## src/rtl/branch_resolver.sv

```systemverilog
// Update side of the 16-entry tagged 1-bit branch predictor: queues fetch-time lookups and resolves them at execute.
// Optional BRANCH_RESOLVER_STATS_EN adds resolved-branch and redirect counters.
module branch_resolver #(
  parameter int DEPTH        = 8,
  parameter int DRAIN_CYCLES = 2
) (
  input  logic        clk,
  input  logic        rst_n,
  input  logic        f_valid,
  input  logic [31:0] f_pc4,
  input  logic        f_hit,
  input  logic        f_pred,
  input  logic [31:0] f_bdest,
  output logic        f_ready,
  input  logic        ex_valid,
  input  logic        ex_is_branch,
  input  logic        ex_taken,
  input  logic [31:0] ex_target,
  output logic        wrt,
  output logic        wrp,
  output logic        Pin,
  output logic [31:0] BdestIN,
  output logic [31:0] PC4d,
  output logic        redirect,
  output logic [31:0] redirect_pc,
  output logic        underflow
`ifdef BRANCH_RESOLVER_STATS_EN
  ,
  output logic [31:0] stat_branches,
  output logic [31:0] stat_mispred
`endif
);

  localparam int AW   = (DEPTH > 1) ? $clog2(DEPTH) : 1;
  localparam int CW   = AW + 1;
  localparam int CNTW = (DRAIN_CYCLES < 1) ? 1 : $clog2(DRAIN_CYCLES + 1);

  typedef struct packed {
    logic [31:0] pc4;
    logic        hit;
    logic        pred;
    logic [31:0] bdest;
  } rec_t;

  typedef enum logic {ACTIVE, RECOVER} state_t;

  rec_t            mem_q [DEPTH];
  logic [AW-1:0]   wr_ptr_q, wr_ptr_d, rd_ptr_q, rd_ptr_d;
  logic [CW-1:0]   count_q, count_d;
  state_t          state_q, state_d;
  logic [CNTW-1:0] drain_q, drain_d;

  logic        wrt_q, wrt_d, wrp_q, wrp_d, pin_q, pin_d;
  logic [31:0] bdest_q, bdest_d, pc4d_q, pc4d_d, rpc_q, rpc_d;
  logic        redirect_q, redirect_d, underflow_q, underflow_d;

  rec_t head;
  logic empty, full, ex_accept, pred_taken, mispredict, push;

  assign head       = mem_q[rd_ptr_q];
  assign empty      = (count_q == '0);
  assign full       = (count_q == CW'(DEPTH));
  assign ex_accept  = (state_q == ACTIVE) && ex_valid && !empty;
  assign pred_taken = head.hit && head.pred;
  assign f_ready    = !full || ex_accept;
  // A push arriving alongside a mispredict is on the wrong path.
  assign push       = f_valid && f_ready && !mispredict;

  always_comb begin
    wrt_d      = 1'b0;
    wrp_d      = 1'b0;
    pin_d      = 1'b0;
    bdest_d    = '0;
    pc4d_d     = '0;
    redirect_d = 1'b0;
    rpc_d      = '0;
    mispredict = 1'b0;
    if (ex_accept) begin
      if (ex_is_branch) begin
        if (ex_taken) begin
          wrt_d      = 1'b1;
          wrp_d      = 1'b1;
          pin_d      = 1'b1;
          bdest_d    = ex_target;
          mispredict = !pred_taken || (head.bdest != ex_target);
        end else begin
          wrp_d      = head.hit;
          mispredict = pred_taken;
        end
      end else if (pred_taken) begin
        // Tag alias on a non-branch: clear the prediction and fall through.
        wrp_d      = 1'b1;
        mispredict = 1'b1;
      end
      if (wrt_d || wrp_d) pc4d_d = head.pc4;
      redirect_d = mispredict;
      if (mispredict) rpc_d = (ex_is_branch && ex_taken) ? ex_target : head.pc4;
    end
    underflow_d = underflow_q || ((state_q == ACTIVE) && ex_valid && empty);
  end

  always_comb begin
    wr_ptr_d = wr_ptr_q;
    rd_ptr_d = rd_ptr_q;
    count_d  = count_q;
    if (mispredict) begin
      wr_ptr_d = '0;
      rd_ptr_d = '0;
      count_d  = '0;
    end else begin
      if (push)      wr_ptr_d = wr_ptr_q + AW'(1);
      if (ex_accept) rd_ptr_d = rd_ptr_q + AW'(1);
      count_d = count_q + CW'(push) - CW'(ex_accept);
    end
  end

  always_comb begin
    state_d = state_q;
    drain_d = drain_q;
    case (state_q)
      ACTIVE: begin
        if (mispredict && (DRAIN_CYCLES > 0)) begin
          state_d = RECOVER;
          drain_d = CNTW'(DRAIN_CYCLES);
        end
      end
      RECOVER: begin
        drain_d = drain_q - CNTW'(1);
        if (drain_q <= CNTW'(1)) state_d = ACTIVE;
      end
      default: begin
        state_d = ACTIVE;
        drain_d = '0;
      end
    endcase
  end

  always_ff @(posedge clk) begin
    if (push) mem_q[wr_ptr_q] <= '{pc4: f_pc4, hit: f_hit, pred: f_pred, bdest: f_bdest};
  end

  always_ff @(posedge clk or negedge rst_n) begin
    if (!rst_n) begin
      wr_ptr_q    <= '0;
      rd_ptr_q    <= '0;
      count_q     <= '0;
      state_q     <= ACTIVE;
      drain_q     <= '0;
      wrt_q       <= 1'b0;
      wrp_q       <= 1'b0;
      pin_q       <= 1'b0;
      bdest_q     <= '0;
      pc4d_q      <= '0;
      redirect_q  <= 1'b0;
      rpc_q       <= '0;
      underflow_q <= 1'b0;
    end else begin
      wr_ptr_q    <= wr_ptr_d;
      rd_ptr_q    <= rd_ptr_d;
      count_q     <= count_d;
      state_q     <= state_d;
      drain_q     <= drain_d;
      wrt_q       <= wrt_d;
      wrp_q       <= wrp_d;
      pin_q       <= pin_d;
      bdest_q     <= bdest_d;
      pc4d_q      <= pc4d_d;
      redirect_q  <= redirect_d;
      rpc_q       <= rpc_d;
      underflow_q <= underflow_d;
    end
  end

  assign wrt         = wrt_q;
  assign wrp         = wrp_q;
  assign Pin         = pin_q;
  assign BdestIN     = bdest_q;
  assign PC4d        = pc4d_q;
  assign redirect    = redirect_q;
  assign redirect_pc = rpc_q;
  assign underflow   = underflow_q;

`ifdef BRANCH_RESOLVER_STATS_EN
  logic [31:0] stat_br_q, stat_mis_q;

  always_ff @(posedge clk or negedge rst_n) begin
    if (!rst_n) begin
      stat_br_q  <= '0;
      stat_mis_q <= '0;
    end else begin
      if (ex_accept && ex_is_branch) stat_br_q <= stat_br_q + 32'd1;
      if (mispredict) stat_mis_q <= stat_mis_q + 32'd1;
    end
  end

  assign stat_branches = stat_br_q;
  assign stat_mispred  = stat_mis_q;
`endif

endmodule

```

## config.mk

```make
export PLATFORM = sky130hd
export DESIGN_NAME = branch_resolver
export DESIGN_NICKNAME = d
export VERILOG_FILES = /design/src/rtl/branch_resolver.sv
export SDC_FILE = /design/constraint.sdc
export NUM_CORES = 1
export LEC_CHECK = 0
export ABC_AREA = 0
export CORE_MARGIN = 2
export CORE_UTILIZATION = 55
export CTS_CLUSTER_DIAMETER = 80
export DETAILED_ROUTE_END_ITERATION = 16
export DONT_BUFFER_PORTS = 1
export PLACE_DENSITY_LB_ADDON = 0.25
export SLEW_MARGIN = 10
export SYNTH_ARGS = -nofsm -noshare
export SYNTH_HDL_FRONTEND = slang
export SYNTH_SLANG_ARGS = --single-unit
```

## constraint.sdc

```tcl
create_clock -name clk -period 12.9 [get_ports clk]
set_clock_uncertainty 0.05 [all_clocks]
set_input_delay 2.58 -clock clk [delete_from_list [all_inputs] [get_ports clk]]
set_output_delay 2.58 -clock clk [all_outputs]
set_load 0.02 [all_outputs]
```

[Yosys cells after proc, flatten, opt, wreduce, memory -nomap -nowiden]
Memory sizes are Yosys's and may differ from the RTL's.
Cells that the tools add are included.
Word-level totals
  memories: 1
  register bits after elaboration: 114
  memory bits (writable): 528
Memory list
  mem_q: words 8, width 66, rd ports 1, clocked after memory_dff 0, write ports 1, line 47  | rec_t mem_q [DEPTH];
Cells by class
  bitwise gates (word level): 1
  reduce and logical (&&, ||, !) cells: 18
  order comparisons: 1
  add/subtract/negate cells: 5
  eq/ne operators: 3
  muxes and demuxes: 34
Operators with widths (count)
  $mux W32: 8
  $ne A32 B32 Y1: 1
  $mux W1: 18
  $mux W3: 4
  $logic_and A1 B1 Y1: 7
  $add A3 B1 Y3 const B: 2
  $add A4 B1 Y4: 1
  $eq A4 B4 Y1 const B: 1
  $logic_not A1 Y1: 4
  $logic_not A4 Y1: 1
  $logic_or A1 B1 Y1: 4
  $mux W4: 1
  $pmux W2 S2: 1
  $reduce_bool A2 Y1: 2
  $sub A4 B1 Y4: 1
  $le A2 B1 Y1 const B: 1
  $mux W2: 1
  $ne A2 B2 Y1 const B: 1
  $pmux W1 S2: 1
  $sub A2 B1 Y2 const B: 1
  $not A1 Y1: 1

[Logic depth before layout (Yosys ltp)]
An unclocked memory read counts as a cell.
  depth after elaboration: 13
  mapped depth: 19
  mapped depth without buffers: 15

[Worst setup path after synthesis]
No wires, ideal clock.
  path kind: in2reg
  from: input port ex_target[5]
  to: memory mem_q[3][0] in the netlist's numbering, enable pin
  stages on the path: 6
  data arrival time: 10405 ps
  data required time: 12174 ps
  setup slack: 1769 ps
  cells stage by stage: xnor2_1 nor4_1 nand3_1 nor4_2 nor3_2 nor4b_1
On the way
  cells in the longest elaborated chain, start to end: 10
RTL lines
  from (decl): line 18  | input logic [31:0] ex_target,
  $ne A32 B32 Y1: line 85  | mispredict = !pred_taken || (head.bdest != ex_target);
  $logic_or A1 B1 Y1: line 85
  $mux W1: line 80  | if (ex_taken) begin
  $mux W1: line 79  | if (ex_is_branch) begin
  $mux W1 (2 in series): line 78  | if (ex_accept) begin
  $logic_not A1 Y1: line 67  | assign push = f_valid && f_ready && !mispredict;
  $logic_and A1 B1 Y1: line 67
  $mux W1: line 139  | if (push) mem_q[wr_ptr_q] <= '{pc4: f_pc4, hit: f_hit, pred: f_pred, bdest: f_bdest};
  $mux W1 (not written as such): line 139
  to (decl): line 47
Every way passes these cells. The select of a mux whose other input is x is not followed.

[Final worst setup path]
  from: input port ex_valid
  to: output port f_ready
On the way
  cells in the longest elaborated chain, start to end: 3
RTL lines
  from (decl): line 15  | input logic ex_valid,
  $logic_and A1 B1 Y1 (2 in series): line 63  | assign ex_accept = (state_q == ACTIVE) && ex_valid && !empty;
  $logic_or A1 B1 Y1: line 65  | assign f_ready = !full || ex_accept;
  to (decl): line 14  | output logic f_ready,
Every way passes these cells.

==> impl_metrics.tcl <==
set metrics [dict create \
    placeableCoreArea_um2 44030 \
    timing.critical_path.fanout_max 9 \
    critical_path.cell_chain "nor2b_1 -> nand2_1 -> nand3_1" \
    cts_tree "built" \
    setup.worst_path.class "input port to output pin" \
    horizontal_die_dimension_um 214.8 \
    synth_area_per_cell_um2 19.96 \
    grt_use_total_pct 23.64 \
    max_clock_freq_mhz 166.5 \
    slew_violations 0 \
    gpl.final_weighted_congestion 0.7707 \
    postCtsSetupRepairBufs 0 \
    p_leak_nw 9.728 \
    layout_worst_path_cycle_share_pct 46.54 \
    synthesis.area_um2 24450 \
    status "complete, no violations" \
    yosys_warnings 0 \
    critPathSlowestCell "sky130_fd_sc_hd__nand3_1" \
    area_of_the_multi_input_gates_um2 5483 \
    pwr_density_cell_nw_per_um2 218.2 \
    final-hold-violation-count 0 \
    synth_async_sr_flop_share_pct 17.63 \
    remaining_drc_errors 0 \
    buf_inv_stages_crit_path 0 \
    share_of_cells_above_drive_strength_1_pct 18.56 \
    ys_seq_elements 641 \
    vias_in_the_first_global_route 11936 \
    rsz0062_at_grt "false" \
    post-place-ws_ps 6903 \
    register_clock_pin_slew_on_the_reported_worst_setup_and_hold_paths_ps 60 \
    period_minus_slack_ps 6004 \
    antenna_left 0 \
    num-nets-final 1366 \
    drt-vias-per-instance 6.118 \
    detailedRoute.firstIterationViolations 1156 \
    timing.slew.headroom_pct 29.54 \
    grt_max_degree 114 \
    grt_first_pass_wirelength_mm 79.19 \
    core.rowCount 77 \
    drtPass1Iterations 5 \
    dominantRegCellSynth "sky130_fd_sc_hd__edfxtp_1" \
    mostFrequentLayoutCells "sky130_fd_sc_hd__edfxtp_1, sky130_fd_sc_hd__dfrtp_1, sky130_fd_sc_hd__mux4_2" \
    netlist-cell-type-count 49 \
    dpl.cell_count 1781 \
    clock_insertion_delay_worst_skew_ps 620 \
    avgRoutedWirePerCell_um 28.38 \
    critPathRequiredTime_ps 10270 \
    die-height_um 214.8 \
    worst_slew_pin_slew_ps 1057 \
    fillCellCount 3033 \
    dpl.hpwl_mm 33.06 \
    final-setup-viol-count 0 \
    post_cts_resized 0 \
    port_buffers 0 \
    finalWirelength_mm 53.86 \
    final_common_cell "sky130_fd_sc_hd__edfxtp_1" \
    area_taken_by_flip_flops_and_latches_um2 18690 \
    synthToLayoutAreaGrowth_pct 11.20 \
    worstSetupStartpointType "input port" \
    max_cap_violations 0 \
    worst_ir_drop_vdd_v 0.0001266 \
    floorplan.die_area_um2 46150 \
    cts_buffers 60 \
    floorplan.initialDensity_pct 55.53 \
    cts-hold-fix-buffers 0 \
    timing.critical_path.max_delay_family "simple AND/OR/NAND/NOR gates" \
    fin_setup_tns_ps 0 \
    finalWorstSetupSlack_ps 6896 \
    postLayoutCoreUtil_pct 61.74 \
    synth.yosys.seq_area_share_pct 76.42 \
    antenna_found_initial 3 \
    worstHoldPathType "flip-flop to flip-flop" \
    worstPathArrival_ps 3370 \
    clock_sink_count 641 \
    clockRootBuffer "sky130_fd_sc_hd__clkbuf_16" \
    worst_hold_slack_ps 491.6 \
    synth-edff-count 528 \
    syn-num-nets 1339 \
    post_synth_inst_count 1225 \
    critical_path.max_stage_delay_ps 360 \
    stdcell_count 1898 \
    h-tree-depth 2 \
    clockBufferDepth 3 \
    grt_ovf 0 \
    design.portCount 206 \
    route.vias.total 11612 \
    end_kind "output pin" \
]
-- routing by layer --
layer	vias to the layer above	part of all wire, %	global-route usage, %
met5	-	0.024	0
met4	2	3.2	8.218
met3	92	8.9	7.021
met2	495	49	38.44
met1	6103	39	30.73
li1	4920	-	-
-- report_power, final --
group	internal [mW]	switching, mW	total, mW	leakage, nW
Combinational	0.598	0.779	1.38	2.43
Clock	1.03	0.736	1.77	0.994
Sequential	2.55	0.236	2.79	6.31
Total	4.18	1.75	5.93	9.73
-- cell families after synthesis --
family / count (synthesis) / synth area share (%)
compound gates: 86 / 2.866
xor+xnor: 26 / 0.9315
fa+ha+maj: 10 / 0.5425
buf+inv: 72 / 1.459
flops: 641 / 76.42
mux: 210 / 13.97
simple gates: 180 / 3.808
-- worst paths after layout --
path                                          from  cells past startpoint  slack [ps]                endpoint
setup / recovery                          ex_valid                      3        6900                 f_ready
hold / removal              drain_q[1]$_DFFE_PN0P_                      1         490  drain_q[1]$_DFFE_PN0P_
setup reg to reg           rd_ptr_q[1]$_DFFE_PN0P_                     16        7320    count_q[2]$_DFF_PN0_
hold reg to reg             drain_q[1]$_DFFE_PN0P_                      1         490  drain_q[1]$_DFFE_PN0P_
max in group asynchronous                    rst_n                      0       10990      PC4d[20]$_DFF_PN0_
min in group asynchronous                    rst_n                      0        1610    BdestIN[1]$_DFF_PN0_
-- stage by stage --
step	area (um^2)	total power, mW
6_report	27180	5.933
4_1_cts	27160	5.983
5_1_grt	27180	6.168
3_3_place_gp	25140	4.200
3_5_place_dp	25140	4.221
2_1_floorplan	24450	3.830
-- synth_stat cells, types with 2 or more instances --
library cell,number,area [um^2]
sky130_fd_sc_hd__edfxtp_1,528,15860
sky130_fd_sc_hd__dfrtp_1,113,2828
sky130_fd_sc_hd__mux4_2,104,2342
sky130_fd_sc_hd__mux2i_1,96,960.9
sky130_fd_sc_hd__nor2_1,48,180.2
sky130_fd_sc_hd__nand2_1,45,168.9
sky130_fd_sc_hd__o211a_1,32,320.3
sky130_fd_sc_hd__and2_1,31,193.9
sky130_fd_sc_hd__xnor2_1,25,219.0
sky130_fd_sc_hd__clkbuf_1,21,78.83
sky130_fd_sc_hd__buf_2,18,90.09
sky130_fd_sc_hd__a22oi_1,15,112.6
sky130_fd_sc_hd__inv_1,11,41.29
sky130_fd_sc_hd__a21oi_1,10,50.05
sky130_fd_sc_hd__buf_4,9,67.56
sky130_fd_sc_hd__ha_1,9,112.6
sky130_fd_sc_hd__nand3_1,9,45.04
sky130_fd_sc_hd__buf_1,8,30.03
sky130_fd_sc_hd__nor2b_1,8,50.05
sky130_fd_sc_hd__nor3_1,8,40.04
sky130_fd_sc_hd__and3_1,6,37.54
sky130_fd_sc_hd__mux2_1,6,67.56
sky130_fd_sc_hd__a22o_1,5,43.79
sky130_fd_sc_hd__nand2b_1,5,31.28
sky130_fd_sc_hd__buf_6,4,45.04
sky130_fd_sc_hd__mux2_2,4,45.04
sky130_fd_sc_hd__nor4_1,4,25.02
sky130_fd_sc_hd__nor4_2,4,50.05
sky130_fd_sc_hd__o21ai_0,4,20.02
sky130_fd_sc_hd__o22a_1,4,35.03
sky130_fd_sc_hd__o22ai_1,4,25.02
sky130_fd_sc_hd__a221oi_1,3,26.28
sky130_fd_sc_hd__nand4_1,3,18.77
sky130_fd_sc_hd__nor4b_1,3,26.28
sky130_fd_sc_hd__a21o_1,2,15.01
sky130_fd_sc_hd__nor4b_2,2,30.03
sky130_fd_sc_hd__o211ai_1,2,15.01
-- registers in the layout, indices dropped and copies added, names as in the netlist --
name         count
state_q          1
redirect_pc     32
PC4d            32
Pin              1
rd_ptr_q         3
BdestIN         32
redirect         1
wr_ptr_q         3
mem_q          528
wrp              1
underflow        1
drain_q          2
count_q          4
-- cell type report --
class                      instances  share of cell area (%)
antenna                            2                 0.01841
clock buffer                      80                   6.329
clock inverter                    34                   1.109
inverter                          12                  0.1657
multi-input combinational        512                   20.17
sequential                       641                   68.77
tap                              592                   2.725
timing repair buffer              25                  0.7180
Power figures use the tool's default switching activity.
